`config.mk`:
```
export PLATFORM = sky130hd
export DESIGN_NAME = wb_cache_ctrl
export DESIGN_NICKNAME = d
export VERILOG_FILES = /design/src/rtl/wb_cache_pkg.sv /design/src/rtl/wb_tag_array.sv /design/src/rtl/wb_cache_ctrl.sv
export SDC_FILE = /design/constraint.sdc
export NUM_CORES = 1
export LEC_CHECK = 0
export ABC_AREA = 0
export BUFFER_PORTS_ARGS = -buffer_cell sky130_fd_sc_hd__buf_2
export CORE_MARGIN = 4
export CORE_UTILIZATION = 47
export DETAILED_ROUTE_END_ITERATION = 8
export PLACE_DENSITY = 0.66
export SYNTH_ARGS = -nofsm -noshare
export SYNTH_HDL_FRONTEND = slang
export SYNTH_SLANG_ARGS = --single-unit
```
`constraint.sdc`:
```
create_clock -name clk -period 2.9 [get_ports clk]
set_input_delay 0.29 -clock clk [delete_from_list [all_inputs] [get_ports clk]]
set_output_delay 0.29 -clock clk [all_outputs]
set_load 0.01 [all_outputs]
```
`src/rtl/wb_cache_pkg.sv`:
```
// Shared types, constants and address-field helpers for the write-back cache controller.
package wb_cache_pkg;

  localparam int unsigned ADDR_W = 16;
  localparam int unsigned IDX_W  = 4;
  localparam int unsigned OFF_W  = 2;
  localparam int unsigned TAG_W  = ADDR_W - IDX_W - OFF_W;
  localparam int unsigned LINES  = 32'(1) << IDX_W;

  typedef enum logic [2:0] {
    IDLE   = 3'd0,
    LOOKUP = 3'd1,
    WB     = 3'd2,
    FILL   = 3'd3,
    DONE   = 3'd4
  } state_t;

  localparam logic MEM_RD   = 1'b0;
  localparam logic MEM_WR   = 1'b1;
  localparam logic WSRC_CPU = 1'b0;
  localparam logic WSRC_MEM = 1'b1;

  function automatic logic [TAG_W-1:0] addr_tag(input logic [ADDR_W-1:0] a);
    return a[ADDR_W-1 -: TAG_W];
  endfunction

  function automatic logic [IDX_W-1:0] addr_idx(input logic [ADDR_W-1:0] a);
    return a[OFF_W +: IDX_W];
  endfunction

  function automatic logic [OFF_W-1:0] addr_off(input logic [ADDR_W-1:0] a);
    return a[OFF_W-1:0];
  endfunction

endpackage

```
`src/rtl/wb_tag_array.sv`:
```
// Per-line valid/dirty/tag storage: async clear, combinational read, fill and dirty set/clear.
module wb_tag_array
  import wb_cache_pkg::*;
(
  input  logic             clk,
  input  logic             rst,
  input  logic [IDX_W-1:0] i_idx,
  input  logic [TAG_W-1:0] i_tag,
  input  logic             i_fill,
  input  logic             i_set_dirty,
  input  logic             i_clr_dirty,
  output logic             o_valid,
  output logic             o_dirty,
  output logic [TAG_W-1:0] o_tag
);

  logic [LINES-1:0] r_valid;
  logic [LINES-1:0] r_dirty;
  logic [TAG_W-1:0] r_tag [LINES];

  always_ff @(posedge clk or negedge rst) begin
    if (!rst) begin
      r_valid <= '0;
      r_dirty <= '0;
      for (int i = 0; i < LINES; i++) r_tag[i] <= '0;
    end else begin
      if (i_fill) begin
        r_valid[i_idx] <= 1'b1;
        r_tag[i_idx]   <= i_tag;
      end
      // A completed fill always leaves the line clean
      if (i_set_dirty)                r_dirty[i_idx] <= 1'b1;
      else if (i_clr_dirty || i_fill) r_dirty[i_idx] <= 1'b0;
    end
  end

  assign o_valid = r_valid[i_idx];
  assign o_dirty = r_dirty[i_idx];
  assign o_tag   = r_tag[i_idx];

endmodule

```
`src/rtl/wb_cache_ctrl.sv`:
```
// Write-back direct-mapped cache controller: lookup, dirty-victim writeback and line fill
// for the one load/store granted by the arbiter.
module wb_cache_ctrl
  import wb_cache_pkg::*;
(
  input  logic              clk,
  input  logic              rst,
  input  logic              enable,
  input  logic              rd_wrt_ca,
  input  logic [ADDR_W-1:0] addr,
  output logic              idle,
  output logic              done,
  output logic              ca_rd,
  output logic              ca_we,
  output logic              ca_wsrc,
  output logic [IDX_W-1:0]  ca_idx,
  output logic [OFF_W-1:0]  ca_word,
  output logic              mem_req,
  output logic              mem_we,
  output logic [ADDR_W-1:0] mem_addr,
  input  logic              mem_ack
);

  state_t            r_state, w_next;
  logic [ADDR_W-1:0] r_addr;
  logic              r_rd;
  logic [OFF_W-1:0]  r_cnt;

  logic [TAG_W-1:0]  w_tag;
  logic [IDX_W-1:0]  w_idx;
  logic [OFF_W-1:0]  w_off;
  logic              w_valid, w_dirty, w_hit;
  logic [TAG_W-1:0]  w_tag_arr;
  logic              w_fill, w_set_dirty, w_clr_dirty, w_cnt_inc;

  assign w_tag = addr_tag(r_addr);
  assign w_idx = addr_idx(r_addr);
  assign w_off = addr_off(r_addr);
  assign w_hit = w_valid && (w_tag_arr == w_tag);

  wb_tag_array u_tags (
    .clk         (clk),
    .rst         (rst),
    .i_idx       (w_idx),
    .i_tag       (w_tag),
    .i_fill      (w_fill),
    .i_set_dirty (w_set_dirty),
    .i_clr_dirty (w_clr_dirty),
    .o_valid     (w_valid),
    .o_dirty     (w_dirty),
    .o_tag       (w_tag_arr)
  );

  always_ff @(posedge clk or negedge rst) begin
    if (!rst) r_state <= IDLE;
    else      r_state <= w_next;
  end

  // Request capture happens only in IDLE; the beat counter wraps after the last beat of a phase
  always_ff @(posedge clk or negedge rst) begin
    if (!rst) begin
      r_addr <= '0;
      r_rd   <= 1'b0;
      r_cnt  <= '0;
    end else begin
      if (r_state == IDLE && enable) begin
        r_addr <= addr;
        r_rd   <= rd_wrt_ca;
      end
      if (w_cnt_inc) r_cnt <= r_cnt + OFF_W'(1);
    end
  end

  always_comb begin
    w_next      = r_state;
    idle        = 1'b0;
    done        = 1'b0;
    ca_rd       = 1'b0;
    ca_we       = 1'b0;
    ca_wsrc     = WSRC_CPU;
    ca_idx      = '0;
    ca_word     = '0;
    mem_req     = 1'b0;
    mem_we      = MEM_RD;
    mem_addr    = '0;
    w_fill      = 1'b0;
    w_set_dirty = 1'b0;
    w_clr_dirty = 1'b0;
    w_cnt_inc   = 1'b0;
    case (r_state)
      IDLE: begin
        idle = 1'b1;
        if (enable) w_next = LOOKUP;
      end
      LOOKUP: begin
        if (w_hit) begin
          ca_idx  = w_idx;
          ca_word = w_off;
          if (r_rd) begin
            ca_rd = 1'b1;
          end else begin
            ca_we       = 1'b1;
            w_set_dirty = 1'b1;
          end
          w_next = DONE;
        end else if (w_valid && w_dirty) begin
          w_next = WB;
        end else begin
          w_next = FILL;
        end
      end
      WB: begin
        mem_req  = 1'b1;
        mem_we   = MEM_WR;
        mem_addr = {w_tag_arr, w_idx, r_cnt};
        ca_rd    = 1'b1;
        ca_idx   = w_idx;
        ca_word  = r_cnt;
        if (mem_ack) begin
          w_cnt_inc = 1'b1;
          if (r_cnt == '1) begin
            w_clr_dirty = 1'b1;
            w_next      = FILL;
          end
        end
      end
      FILL: begin
        mem_req  = 1'b1;
        mem_addr = {w_tag, w_idx, r_cnt};
        ca_idx   = w_idx;
        ca_word  = r_cnt;
        // Returning beat is written straight into the data RAM on its ack
        if (mem_ack) begin
          ca_we     = 1'b1;
          ca_wsrc   = WSRC_MEM;
          w_cnt_inc = 1'b1;
          if (r_cnt == '1) begin
            w_fill = 1'b1;
            w_next = LOOKUP;
          end
        end
      end
      DONE: begin
        done   = 1'b1;
        w_next = IDLE;
      end
      default: w_next = IDLE;
    endcase
  end

endmodule

```
---- Word-level counts from Yosys, hierarchy flattened ----
Cells that the tools add are included.
operators by class
  bitwise operators ....................... 5
  muxes and demuxes ....................... 45
  add/subtract/negate cells ............... 1
  equal/unequal tests ..................... 11
  order comparisons ....................... 4
  reduce and logical (&&, ||, !) cells .... 10
operators by type and width
  cell                  count
  $bwmux W160           1
  $bmux W10 S4          1
  $demux W10 S4         1
  $mux W16              2
  $or A16 B16 Y16       2
  $pmux W16 S2          1
  $mux W10              3
  $mux W1               20
  $mux W3               6
  $and A16 B16 Y16      1
  $not A16 Y16          1
  $pmux W3 S4           1
  $eq A10 B10 Y1        1
  $ne A2 B2 Y1 const B  5
  $bmux W1 S4           2
  $pmux W4 S2           1
  $eq A3 B2 Y1 const B  2
  $ge A5 B5 Y1 const B  1
  $logic_and A1 B1 Y1   5
  $lt A4 B5 Y1 const B  1
  $lt A5 B1 Y1 const B  1
  $not A4 Y5            1
  $reduce_and A5 Y1     1
  $demux W1 S4          1
  13 further kinds      14
word-level totals
  input bits .............................. 21
  output and inout port bits .............. 29
  logic and storage cells ................. 98
  register bits ........................... 214

---- Longest topological paths before layout ----
Gate-level depths: netlist of the first run.
  depth after elaboration ................. 9
  mapped depth ............................ 12
  depth with buffers taken out ............ 7

---- Modules after synthesis ----
A second synthesis of the first run with hierarchy kept.
second synthesis, totals
  cells, all modules ...................... 693
  area, all modules ....................... 10004.6 um^2
by module, submodules not included
  module         seq. area each (um^2)  area each (um^2)  cells an instance  times used
  wb_tag_array   4804.6                 8678.3            571                1
  wb_cache_ctrl  550.5                  1326.3            122                1

---- Worst setup path after synthesis of the first run ----
Ideal clock, no wire load.
  path type ............................... register to output
  start point ............................. register r_addr[2]
  end point ............................... output ca_idx[1]
  stages on the path, launching flop included .. 11
  arrival ................................. 2.477 ns
  path slack .............................. 0.133 ns
  buffers on the path ..................... 3
  required time ........................... 2.610 ns
  cells stage by stage .................... dfrtp_1 -> buf_6 -> buf_6 -> mux2i_1 -> o32ai_1 -> or4_1 -> a221oi_1 -> and4bb_1 -> nand3_2 -> buf_2 -> a21oi_1
on the way
  cells in the longest elaborated chain, start to end .. 8
  elaborated cells between the ends (all ways) .. 10
  those cells by class .................... eq/ne (1); mux (7); bitwise (1); reduce/logical (1)
ends and longest elaborated chain
  what                                         line                 source
  start: declaration                           wb_cache_ctrl.sv:25  logic [ADDR_W-1:0] r_addr;
  start signal: assignment                     wb_cache_ctrl.sv:67  r_addr <= addr;
  $not A4 Y5 (not written as such)             wb_tag_array.sv:39   assign o_tag = r_tag[i_idx];
  $bmux W10 S4                                 wb_tag_array.sv:39
  $mux W10 (not written as such) (2 in a row)  wb_tag_array.sv:39
  $eq A10 B10 Y1                               wb_cache_ctrl.sv:39  assign w_hit = w_valid && (w_tag_arr == w_tag);
  $logic_and A1 B1 Y1 (*)                      wb_cache_ctrl.sv:39
  $mux W4 (*)                                  wb_cache_ctrl.sv:96  if (w_hit) begin
  $pmux W4 S2 (*)                              wb_cache_ctrl.sv:90  case (r_state)
  end: declaration                             wb_cache_ctrl.sv:16  output logic [IDX_W-1:0] ca_idx,
Every way passes the cells marked *; elsewhere a longest branch is shown, timed or not. The select of a mux whose other input is x is not followed.

---- Final worst setup path of the first run ----
  start point ............................. register r_addr[2]
  end point ............................... output ca_idx[3]
The elaborated chain is that of the path after synthesis.

==> results of run 1 <==
==> layout make-up <==
type / instances / area (um^2)
Fill cell: 1730 / 8860
Clock inverter: 9 / 128
Timing Repair Buffer: 185 / 1530
Tap cell: 280 / 350
Multi-Input combinational cell: 553 / 5020
Inverter: 10 / 40.0
Clock buffer: 33 / 676
Sequential cell: 214 / 5360
==> per-layer routing <==
layer	vias up	track usage
met5	-	0
met4	0	0.0696
met3	55	0.0339
met2	241	0.369
met1	3772	0.346
li1	3356	-
==> cell usage after synthesis, drive strengths merged, types with 13 or more instances <==
| cell | n | area share |
|---|---|---|
| dfrtp | 214 | 0.51 |
| mux2 | 171 | 0.18 |
| o21ai | 62 | 0.030 |
| nand2 | 56 | 0.020 |
| buf | 38 | 0.022 |
| clkbuf | 37 | 0.013 |
| nor2 | 34 | 0.012 |
| mux4 | 33 | 0.070 |
| mux2i | 24 | 0.023 |
| nand3 | 20 | 0.010 |
| nand2b | 15 | 0.0089 |
| or2 | 13 | 0.0077 |
==> cell families (layout without fill, tap and decap cells) <==
kind of cell	after synthesis	after routing	share of synthesized area
muxes	228	228	0.276
xor gates and xnor gates	10	10	0.00830
buffers and inverters	85	237	0.0389
AOI/OAI and AO/OA	131	131	0.0823
and+or+nand+nor	182	183	0.0862
adders and majority gates	1	1	0.00119
DFF	214	214	0.507
==> final timing paths <==
path                                   startpoint           endpoint  slack (ps)  cells past startpoint
min in group asynchronous                     rst  u_tags.r_tag[115]         320                      2
worst min register to register  u_tags.r_valid[3]  u_tags.r_valid[3]         470                      1
worst max-delay path                    r_addr[2]          ca_idx[3]        -530                     10
max in group asynchronous                     rst          r_addr[1]        1830                      3
worst max register to register          r_addr[2]          flip-flop        -170                     13
worst min-delay path                      addr[5]          r_addr[5]          20                      2
==> layout by cell type (no fill, tap or decap), drive strengths merged, types with 2 or more instances in the layout <==
cell,n
nand2b,15
a21oi,11
a21boi,2
bufinv,3
o21ai,62
o21bai,3
nand3,21
or3,5
and3,3
clkbuf,34
a22oi,8
nor2b,9
o22ai,10
o41ai,10
o32ai,5
mux2,171
inv,12
dfrtp,214
clkinv,4
mux4,33
nor2,34
xnor2,5
nand2,56
dlygate4sd3,16
nor3,6
nand3b,4
buf,168
a211oi,11
o221ai,3
and2,10
mux2i,24
or2,13
xor2,5
==> metrics by stage <==
stage / area, um^2 / hold slack, ps
floorplan: 10600 / -5.59
global placement: 11700 / 276
detailed placement: 11700 / 282
CTS: 12800 / 5.57
global route: 13100 / 17.9
finish: 13100 / 21.1
==> sequential cells by signal, summed over array words and instances (netlist names), named ones only <==
register,cells
r_rd,1
r_state,3
u_tags.r_valid,16
u_tags.r_tag,160
r_addr,16
r_cnt,2
==> where the power goes <==
group          internal [uW]  total, uW  switching (uW)
clock                   1900       3110            1220
sequential              3950       4710             760
combinational           3300       6580            3280
==> timing repair <==
action	4_1_cts	5_1_grt
gates resized for setup	26	47
gates cloned	1	1
setup buffers	8	9
hold buffers	16	0
pin swaps	9	13
endpoints found under the setup margin	22	29
endpoints found under the hold margin	78	0
==> out/metrics.cfg, run 1 <==
[floorplanning]
fp.dieH_um=158
die_area_um2=24900
die_w_um=158
core_um2=22000
rows=54
ioPinCount=50
start_util=0.481

[synth]
synth_ff_type=dfrtp_1
yosys_warnings=0
syn_nets=873
synth-async-reset-ratio=1.00
syn_inst=851
synth_cell_type_count=56
synth_area_um2=10600
synth_seq_cells=214
syn_avg_cell_area_um2=12.4
ys_seq_area_frac=0.507
synth_edf_count=0

[finish]
final_nets=1011
layout.cells.non_filler=1284
drive_gt1_frac=0.467
synthToLayoutAreaGrowth_pct=24.2
num_antenna_cells=0
final_util=0.597

[timing]
fin_crit_ps=3430
rsz0062_at_grt=yes
slew_violations=0
slew_headroom=0.528
fin_skew_ps=11.7
worst_pin_slew_ps=709
timing.fmax_mhz=291
finalCritPeriodShare=1.18
setup_slack_ps=-534
setup_viol=23
setup-tns-final_ps=-5500
hold_viol=0

[detailed_routing]
vias=7424
highest-signal-layer=met4
drtIter0Drc=534
drc_errors=0
routed_wl_um=28800
met2_length_um=13400
drtAntennaViolNets=0
wl_met1_um=13000
wl_met3_um=1610
vias_per_cell=5.78
first_pass_iters=5
route.detailed.wl_per_inst_um=22.4

[worst_setup_path]
crit_family=simple AND/OR/NAND/NOR gates
startpoint_type=flip-flop
max_stage_delay_ps=550
critPathBufInv=3
cpMaxStageDelayCell=or4_1
path_max_fanout=7
critPathRequiredTime_ps=2610
cp.arrival_ps=3140
worstSetupEndpointType=output pin
crit_path_cell_trace=buf_12 -> mux2i_4 -> o32ai_1 -> or4_1 -> a221oi_2 -> buf_4 -> and4bb_4 -> nand3_4 -> a21boi_2 -> buf_2
path_class=reg2out

[placed_design]
hpwl_um=19100
dp_cells=1207
detailedPlace.worstSlack_ps=-98.3
routabilityCongestion=0.864
portBuffers=49

[clock_network]
clkSlewWorstSetupHoldPaths_ps=60
cts.sinks=214
cts_root_buf=clkbuf_16
insertion_delay_ps=520
cts_tree=built
cts.htree.levels=1
cts-buffers-inserted=25
clock_path_buffers=3

[global_route]
grt_max_degree=67
grt_overflow=0
grt_pass1_vias=7534
antenna_found_initial=0
grt_use_total=0.236
grt_pass1_wl_um=45100

[status]
violations=setup timing
outcome=finished, violations left

[power]
p_leak_uw=0.00611
pwr_density_cell_nw_per_um2=1100
power_uw=14400
ir_worst_vdd_mv=0.529

[flow_run]
maxCapViolCount=0

[min_path]
hold_class=in2reg

No activity file was read; power rests on OpenSTA's default activity.
==> run 2, diff against run 1 <==
--- a/config.mk
+++ b/config.mk
@@ -5,7 +5,7 @@
 export SDC_FILE = /design/constraint.sdc
 export NUM_CORES = 1
 export LEC_CHECK = 0
-export ABC_AREA = 0
+export ABC_AREA = 1
 export BUFFER_PORTS_ARGS = -buffer_cell sky130_fd_sc_hd__buf_2
 export CORE_MARGIN = 4
 export CORE_UTILIZATION = 47
==> out/metrics.cfg, run 2 <==
[synth]
synth_cell_type_count=28  ; was 56
syn_inst=1372  ; was 851
synth_top_area_cell=dfrtp_1  ; unchanged
synth_seq_cells=214  ; unchanged
netlist.area_leader.share=0.525  ; was 0.507
synth_area_leaders=dfrtp_1 52%, nand2_1 25%, o21ai_0 8.9%  ; was dfrtp_1 51%, mux2_2 18%, mux4_2 7.0%
syn_nets=1394  ; was 873
synth_common_cells=670 x nand2_1, 214 x dfrtp_1, 181 x o21ai_0  ; was 214 x dfrtp_1, 171 x mux2_2, 56 x nand2_1
syn_avg_cell_area_um2=7.44  ; was 12.4 um^2
synth.most_common_cell=nand2_1  ; was dfrtp_1
synth_area_um2=10200  ; was 10600 um^2
ys_seq_area_frac=0.525  ; was 0.507
yosys_warnings=0  ; unchanged
synth_ff_type=dfrtp_1  ; unchanged
synth-async-reset-ratio=1.00  ; unchanged
synth_edf_count=0  ; unchanged

[worst_setup_path]
worstSetupPathDepth=20  ; was 10
critPathBufInv=5  ; was 3
crit_family=simple AND/OR/NAND/NOR gates  ; unchanged
path_max_fanout=9  ; was 7
crit_path_cell_trace=clkbuf_16 -> clkbuf_16 -> nand2_1 -> nand2_1 -> nand2_1 -> nand2_1 -> nand2_1 -> nand2_2 -> nor2_1 -> nand2_1 -> nand2_1 -> nor2_1 -> nand2_1 -> nor2_2 -> nand2_1 -> inv_1 -> nand2_2 -> o21ai_2 -> buf_4 -> buf_6  ; was buf_12 -> mux2i_4 -> o32ai_1 -> or4_1 -> a221oi_2 -> buf_4 -> and4bb_4 -> nand3_4 -> a21boi_2 -> buf_2
cpMaxStageDelayCell=dfrtp_2  ; was or4_1
startpoint_type=flip-flop  ; unchanged
worstSetupEndpointType=output pin  ; unchanged
reg2reg_depth=27  ; was 13
critPathMostFrequentCell=nand2_1
max_stage_delay_ps=570  ; was 550 ps
critPathRequiredTime_ps=2610  ; about the same
path_class=reg2out  ; unchanged
cp.arrival_ps=3080  ; was 3140 ps

[detailed_routing]
vias=9383  ; was 7424
drc_errors=0  ; unchanged
routed_wl_um=31400  ; was 28800 um
first_pass_iters=5  ; unchanged
drtAntennaViolNets=0  ; unchanged
vias_per_cell=5.39  ; was 5.78
route.detailed.wl_per_inst_um=18.0  ; was 22.4 um
drtIter0Drc=923  ; was 534

[power]
ir_worst_vdd_mv=0.514  ; was 0.529 mV
power_uw=13400  ; was 14400 uW
p_comb_frac=0.426  ; was 0.457
pwr-share-clk=0.240  ; was 0.216
p_leak_uw=0.00634  ; was 0.00611 uW
pwr_density_cell_nw_per_um2=1070  ; was 1100 nW/um^2
p_sw_uw=5350  ; was 5260 uW
pwr-share-seq=0.333  ; was 0.327
cellInternalPower_uw=8080  ; was 9150 uW
sw_frac_of_total=0.398  ; was 0.365

[global_route]
grt_pass1_vias=9031  ; was 7534
antenna_found_initial=1  ; was 0
grt_use_total=0.258  ; was 0.236
grt_max_degree=68  ; was 67
grt_overflow=0  ; unchanged
grt_pass1_wl_um=49700  ; was 45100 um

[placed_design]
routabilityCongestion=1.01  ; was 0.864
portBuffers=49  ; unchanged
hpwl_um=19400  ; was 19100 um

[min_path]
hold_class=in2reg  ; unchanged
hold_depth=3  ; was 2

[finish]
multi_input_area_um2=4440  ; was 5020 um^2
drive_gt1_frac=0.167  ; was 0.467
num_antenna_cells=0  ; unchanged
final_util=0.591  ; was 0.597
top_register=u_tags.r_tag  ; unchanged
regArea_um2=5360  ; about the same
nFillCells=1862  ; was 1730
final_cell_mix=636 x nand2_1, 213 x dfrtp_1, 172 x o21ai_0  ; was 212 x dfrtp_1, 167 x mux2_2, 94 x buf_4
final_common_cell=nand2_1  ; was dfrtp_1
final_nets=1475  ; was 1011
reg.largest.list=u_tags.r_tag: 160 flops, r_addr: 16 flops, u_tags.r_valid: 16 flops  ; unchanged
largest_reg_flops=160  ; unchanged
synthToLayoutAreaGrowth_pct=22.7  ; was 24.2%

[clock_network]
clock_path_buffers=3  ; unchanged
cts_tree=built  ; unchanged
cts.sinks=214  ; unchanged
clkSlewWorstSetupHoldPaths_ps=60  ; about the same
cts-buffers-inserted=24  ; was 25
cts_root_buf=clkbuf_16  ; unchanged
cts.htree.levels=1  ; unchanged
insertion_delay_ps=530  ; was 520 ps

[timing]
fin_crit_ps=3370  ; was 3430 ps
setup_slack_ps=-465  ; was -534 ps
timing.fmax_mhz=297  ; was 291 MHz
finalCritPeriodShare=1.16  ; was 1.18
slew_headroom=0.343  ; was 0.528
worst_pin_slew_ps=982  ; was 709 ps
fin_skew_ps=18.0  ; was 11.7 ps
setup_viol=10  ; was 23
slew_violations=0  ; unchanged
rsz0062_at_grt=yes  ; unchanged
hold_viol=0  ; unchanged

[floorplanning]
die_area_um2=24100  ; was 24900 um^2
die_w_um=155  ; was 158 um
core_um2=21200  ; was 22000 um^2
rows=53  ; was 54
fp.dieH_um=155  ; was 158 um
ioPinCount=50  ; unchanged
start_util=0.482  ; was 0.481

[status]
violations=setup timing  ; unchanged
outcome=finished, violations left  ; unchanged

[flow_run]
maxCapViolCount=0  ; unchanged

-- run 2: changes by cell type after synthesis, sizes merged, moves of 33 or more --
cell	delta
inv	+52
mux2	-169
mux4	-33
nand2	+616
nor2	+49
o21ai	+125
-- run 2: worst paths after layout --
check	from	to	slack, ps
worst max-delay path	r_addr[2]	ca_rd	-470
worst min-delay path	addr[14]	r_addr[14]	10
worst max register to register	r_addr[2]	r_state[0]	-390
worst min register to register	u_tags.r_valid[0]	u_tags.r_valid[0]	450
max in group asynchronous	rst	asynchronous set/reset pin	1780
min in group asynchronous	rst	u_tags.r_tag[142]	300
-- run 2: cells by family after synthesis --
| logic type | after synthesis | synth area share |
|---|---|---|
| simple gates | 774 | 0.291 |
| compound gates | 236 | 0.119 |
| flops | 214 | 0.525 |
| buf+inv | 144 | 0.0606 |
| mux | 2 | 0.00221 |
| xor+xnor | 1 | 0.000859 |
| fa+ha+maj | 1 | 0.00123 |
-- run 2: worst register-to-register path: stages (launching register included) --
cell	delay [ps]
dfrtp_2	570
clkbuf_16	230
clkbuf_16	150
nand2_1	50
nand2_1	70
nand2_1	50
nand2_1	80
nand2_1	60
nand2_2	100
nor2_1	70
nand2_1	90
nand2_1	60
nor2_1	100
nand2_1	100
nor2_2	140
nand2_1	80
buf_4	130
buf_4	120
buf_4	120
buf_4	120
buf_4	120
buf_4	120
buf_4	120
buf_4	120
nand2_1	50
o21ai_0	70
nand2_1	60
nand2_1	40
-- run 2: area by class of cell --
| type | count | share of cell area |
|---|---|---|
| sequential | 214 | 0.428 |
| clock inverter | 7 | 0.0120 |
| inverter | 62 | 0.0199 |
| timing repair buffer | 137 | 0.104 |
| tap | 275 | 0.0275 |
| clock buffer | 33 | 0.0539 |
| multi-input combinational | 1014 | 0.355 |
-- run 2: timing repair --
action,in CTS,in global routing
endpoints found under the setup margin,8,28
hold buffers,5,0
endpoints found under the hold margin,64,0
pin swaps,19,26
gates resized for setup,59,41
gates cloned,6,4
buffers inserted,20,2
-- run 2: power groups by stage --
stage	logic, uW	registers (uW)	clock network (uW)
after CTS	5330	4430	3250
after global routing	6250	4570	3380
after floorplan	3000	4290	0
after detailed placement	4710	4460	0
final	5720	4480	3220
after global placement	4650	4440	0
-- run 2: per-layer routing --
layer	track usage	up-vias	share of wire	routed length, um
met1	0.384	4463	0.45	14200
met3	0.0417	63	0.072	2270
met4	0.0784	2	0.028	882
met5	0	-	0.00025	8
met2	0.391	388	0.45	14000
li1	-	4467	-	-
-- run 2: metrics by stage --
| stage | setup WS, ps | hold WS, ps | setup TNS, ps | instances | area (um^2) |
|---|---|---|---|---|---|
| 6_report | -465 | 14.6 | -3990 | 1742 | 12500 |
| 5_1_grt | -627 | 3.89 | -5780 | 1742 | 12500 |
| 2_1_floorplan | 554 | -5.59 | 0 | 1372 | 10200 |
| 3_5_place_dp | 40.7 | 274 | 0 | 1665 | 10900 |
| 3_3_place_gp | 44.7 | 276 | 0 | 1665 | 10900 |
| 4_1_cts | -335 | 3.93 | -2760 | 1736 | 12300 |
==> run 3, diff against run 2 <==
--- a/config.mk
+++ b/config.mk
@@ -13,4 +13,5 @@
 export PLACE_DENSITY = 0.66
 export SYNTH_ARGS = -nofsm -noshare
 export SYNTH_HDL_FRONTEND = slang
+export SYNTH_HIERARCHICAL = 1
 export SYNTH_SLANG_ARGS = --single-unit
==> out/metrics.cfg, run 3 <==
[status]
outcome=finished, violations left  ; unchanged
violations=setup timing  ; unchanged

[floorplanning]
start_util=0.482  ; about the same
fp.dieH_um=161  ; was 155 um
core_um2=22800  ; was 21200 um^2
die_w_um=161  ; was 155 um
ioPinCount=50  ; unchanged
rows=55  ; was 53
die_area_um2=26000  ; was 24100 um^2

[global_route]
grt_pass1_wl_um=49600  ; was 49700 um
grt_use_total=0.238  ; was 0.258
grt_overflow=0  ; unchanged
antenna_found_initial=0  ; was 1
grt_pass1_vias=8870  ; was 9031
grt_max_degree=102  ; was 68

[synth]
synth_area_leaders=dfrtp_1 49%, nand2_1 27%, o21ai_1 5.5%  ; was dfrtp_1 52%, nand2_1 25%, o21ai_0 8.9%
synth_ff_type=dfrtp_1  ; unchanged
synth_cell_type_count=34  ; was 28
synth_common_cells=785 x nand2_1, 214 x dfrtp_1, 122 x o21ai_1  ; was 670 x nand2_1, 214 x dfrtp_1, 181 x o21ai_0
synth_seq_cells=214  ; unchanged
synth_area_um2=11000  ; was 10200 um^2
synth.most_common_cell=nand2_1  ; unchanged
yosys_warnings=6  ; was 0
synth-async-reset-ratio=1.00  ; unchanged
synth_edf_count=0  ; unchanged
ys_seq_area_frac=0.486  ; was 0.525
netlist.area_leader.share=0.486  ; was 0.525
synth_top_area_cell=dfrtp_1  ; unchanged
syn_avg_cell_area_um2=7.44  ; about the same
syn_nets=1504  ; was 1394
syn_inst=1482  ; was 1372

[clock_network]
cts-buffers-inserted=24  ; unchanged
cts.htree.levels=1  ; unchanged
cts_root_buf=clkbuf_16  ; unchanged
insertion_delay_ps=540  ; was 530 ps
clkSlewWorstSetupHoldPaths_ps=70  ; was 60 ps
cts.sinks=214  ; unchanged
cts_tree=built  ; unchanged
clock_path_buffers=3  ; unchanged

[timing]
fin_crit_ps=3190  ; was 3370 ps
finalCritPeriodShare=1.10  ; was 1.16
hold_viol=0  ; unchanged
fin_skew_ps=29.6  ; was 18.0 ps
setup_viol=8  ; was 10
rsz0062_at_grt=yes  ; unchanged
slew_violations=0  ; unchanged
slew_headroom=0.411  ; was 0.343
worst_pin_slew_ps=882  ; was 982 ps
timing.fmax_mhz=314  ; was 297 MHz
setup_slack_ps=-288  ; was -465 ps

[worst_setup_path]
critPathRequiredTime_ps=2610  ; about the same
reg2reg_depth=16  ; was 27
startpoint_type=flip-flop  ; unchanged
cp.arrival_ps=2900  ; was 3080 ps
worstSetupEndpointType=output pin  ; unchanged
path_class=reg2out  ; unchanged
path_max_fanout=12  ; was 9

[detailed_routing]
drtIter0Drc=983  ; was 923
routed_wl_um=31300  ; was 31400 um
drtAntennaViolNets=0  ; unchanged
first_pass_iters=5  ; unchanged
vias_per_cell=5.17  ; was 5.39
vias=9550  ; was 9383
route.detailed.wl_per_inst_um=16.9  ; was 18.0 um
drc_errors=0  ; unchanged

[finish]
final_cell_mix=744 x nand2_1, 211 x dfrtp_1, 124 x o21ai_1  ; was 636 x nand2_1, 213 x dfrtp_1, 172 x o21ai_0
drive_gt1_frac=0.175  ; was 0.167
final_util=0.562  ; was 0.591
reg.largest.list=u_tags/r_tag: 160 flops, r_addr: 16 flops, u_tags/r_valid: 16 flops  ; was u_tags.r_tag: 160 flops, r_addr: 16 flops, u_tags.r_valid: 16 flops
design_area_um2=12800  ; was 12500 um^2
synthToLayoutAreaGrowth_pct=16.4  ; was 22.7%
top_register=u_tags/r_tag  ; was u_tags.r_tag
nFillCells=2176  ; was 1862
largest_reg_flops=160  ; unchanged
final_common_cell=nand2_1  ; unchanged
final_nets=1538  ; was 1475
num_antenna_cells=0  ; unchanged

[power]
power_uw=14400  ; was 13400 uW
ir_worst_vdd_mv=0.678  ; was 0.514 mV
p_leak_uw=0.00667  ; was 0.00634 uW
pwr_density_cell_nw_per_um2=1120  ; was 1070 nW/um^2

[placed_design]
postPlaceCellArea_um2=11400  ; was 10900 um^2
routabilityCongestion=0.921  ; was 1.01
hpwl_um=18700  ; was 19400 um
portBuffers=49  ; unchanged

[min_path]
hold_depth=3  ; unchanged
hold_class=in2reg  ; unchanged

[flow_run]
maxCapViolCount=0  ; unchanged

[run 3: cell count changes after synthesis, moves of 21 or more]
cell,change
o21ai_2,+21
buf_2,+26
clkbuf_1,-44
inv_1,+31
nand2_1,+115
o21ai_0,-158
o21ai_1,+116
a21oi_1,-21
nor2_1,-44
[run 3: critical path: stages (launching register included)]
cell,delay (ps)
dfrtp_2,510
nand2_4,140
inv_1,380
nand2_1,160
nand2_2,110
inv_1,60
nand2_2,100
xnor2_2,130
inv_1,60
nor2_1,100
nand2_1,60
nor2_1,100
nand3_1,110
inv_2,110
nand2_1,50
nand2_1,50
buf_2,120
[run 3: final cells by class]
cell class / instances / area, um^2 / area share
Tap cell: 313 / 392 / 0.0305
Sequential cell: 214 / 5360 / 0.418
Clock buffer: 35 / 732 / 0.0571
Timing Repair Buffer: 96 / 948 / 0.0739
Clock inverter: 9 / 111 / 0.00868
Inverter: 97 / 382 / 0.0297
Multi-Input combinational cell: 1083 / 4900 / 0.382
[run 3: kinds of logic (layout without fill, tap and decap cells)]
logic type,count (synthesis),count (layout),synth area share
DFF,214,214,0.486
adders and majority gates,1,1,0.00114
xor gates and xnor gates,2,2,0.00159
AOI/OAI and AO/OA,213,213,0.113
and+or+nand+nor,863,863,0.310
buffers and inverters,185,237,0.0840
muxes,4,4,0.00443
[run 3: final timing paths]
| check | startpoint | slack [ps] | end |
|---|---|---|---|
| max in group asynchronous | rst | 1930 | u_tags/r_valid[5] |
| max reg2reg | r_addr[5] | 240 | flip-flop |
| min in group asynchronous | rst | 190 | u_tags/r_tag[142] |
| min | addr[12] | 20 | r_addr[12] |
| max | r_addr[5] | -290 | ca_rd |
| min reg2reg | u_tags/r_valid[2] | 470 | u_tags/r_valid[2] |
[run 3: through the flow]
| stage | TNS [ps] | std cells | worst slack (ps) | hold slack, ps |
|---|---|---|---|---|
| after global routing | -3340 | 1847 | -448 | 21.8 |
| after global placement | 0 | 1777 | 243 | 136 |
| final | -2180 | 1847 | -288 | 18.0 |
| after CTS | -2010 | 1845 | -263 | 1.73 |
| after floorplan | 0 | 1482 | 371 | -5.59 |
| after detailed placement | 0 | 1777 | 213 | 136 |
[run 3: power by group]
part	leakage (uW)	total [uW]	switching, uW	internal (uW)
Clock	0.000414	3180	1250	1930
Sequential	0.00274	4740	685	4050
Combinational	0.00352	6500	4220	2280
[run 3: metal layers]
layer  part of all wire  global-route usage  up-vias
li1                   -                   -     4659
met1               0.45               0.344     4541
met2               0.46               0.375      287
met3              0.069              0.0444       63
met4              0.026              0.0593        0
met5                  0                   0        -
[run 3: repair_timing]
item	4_1_cts	5_1_grt
hold buffers	10	0
cloned	7	2
setup endpoints to repair	8	8
endpoints found under the hold margin	86	0
gates resized for setup	47	35
pin swaps	9	12
buffers inserted	7	2
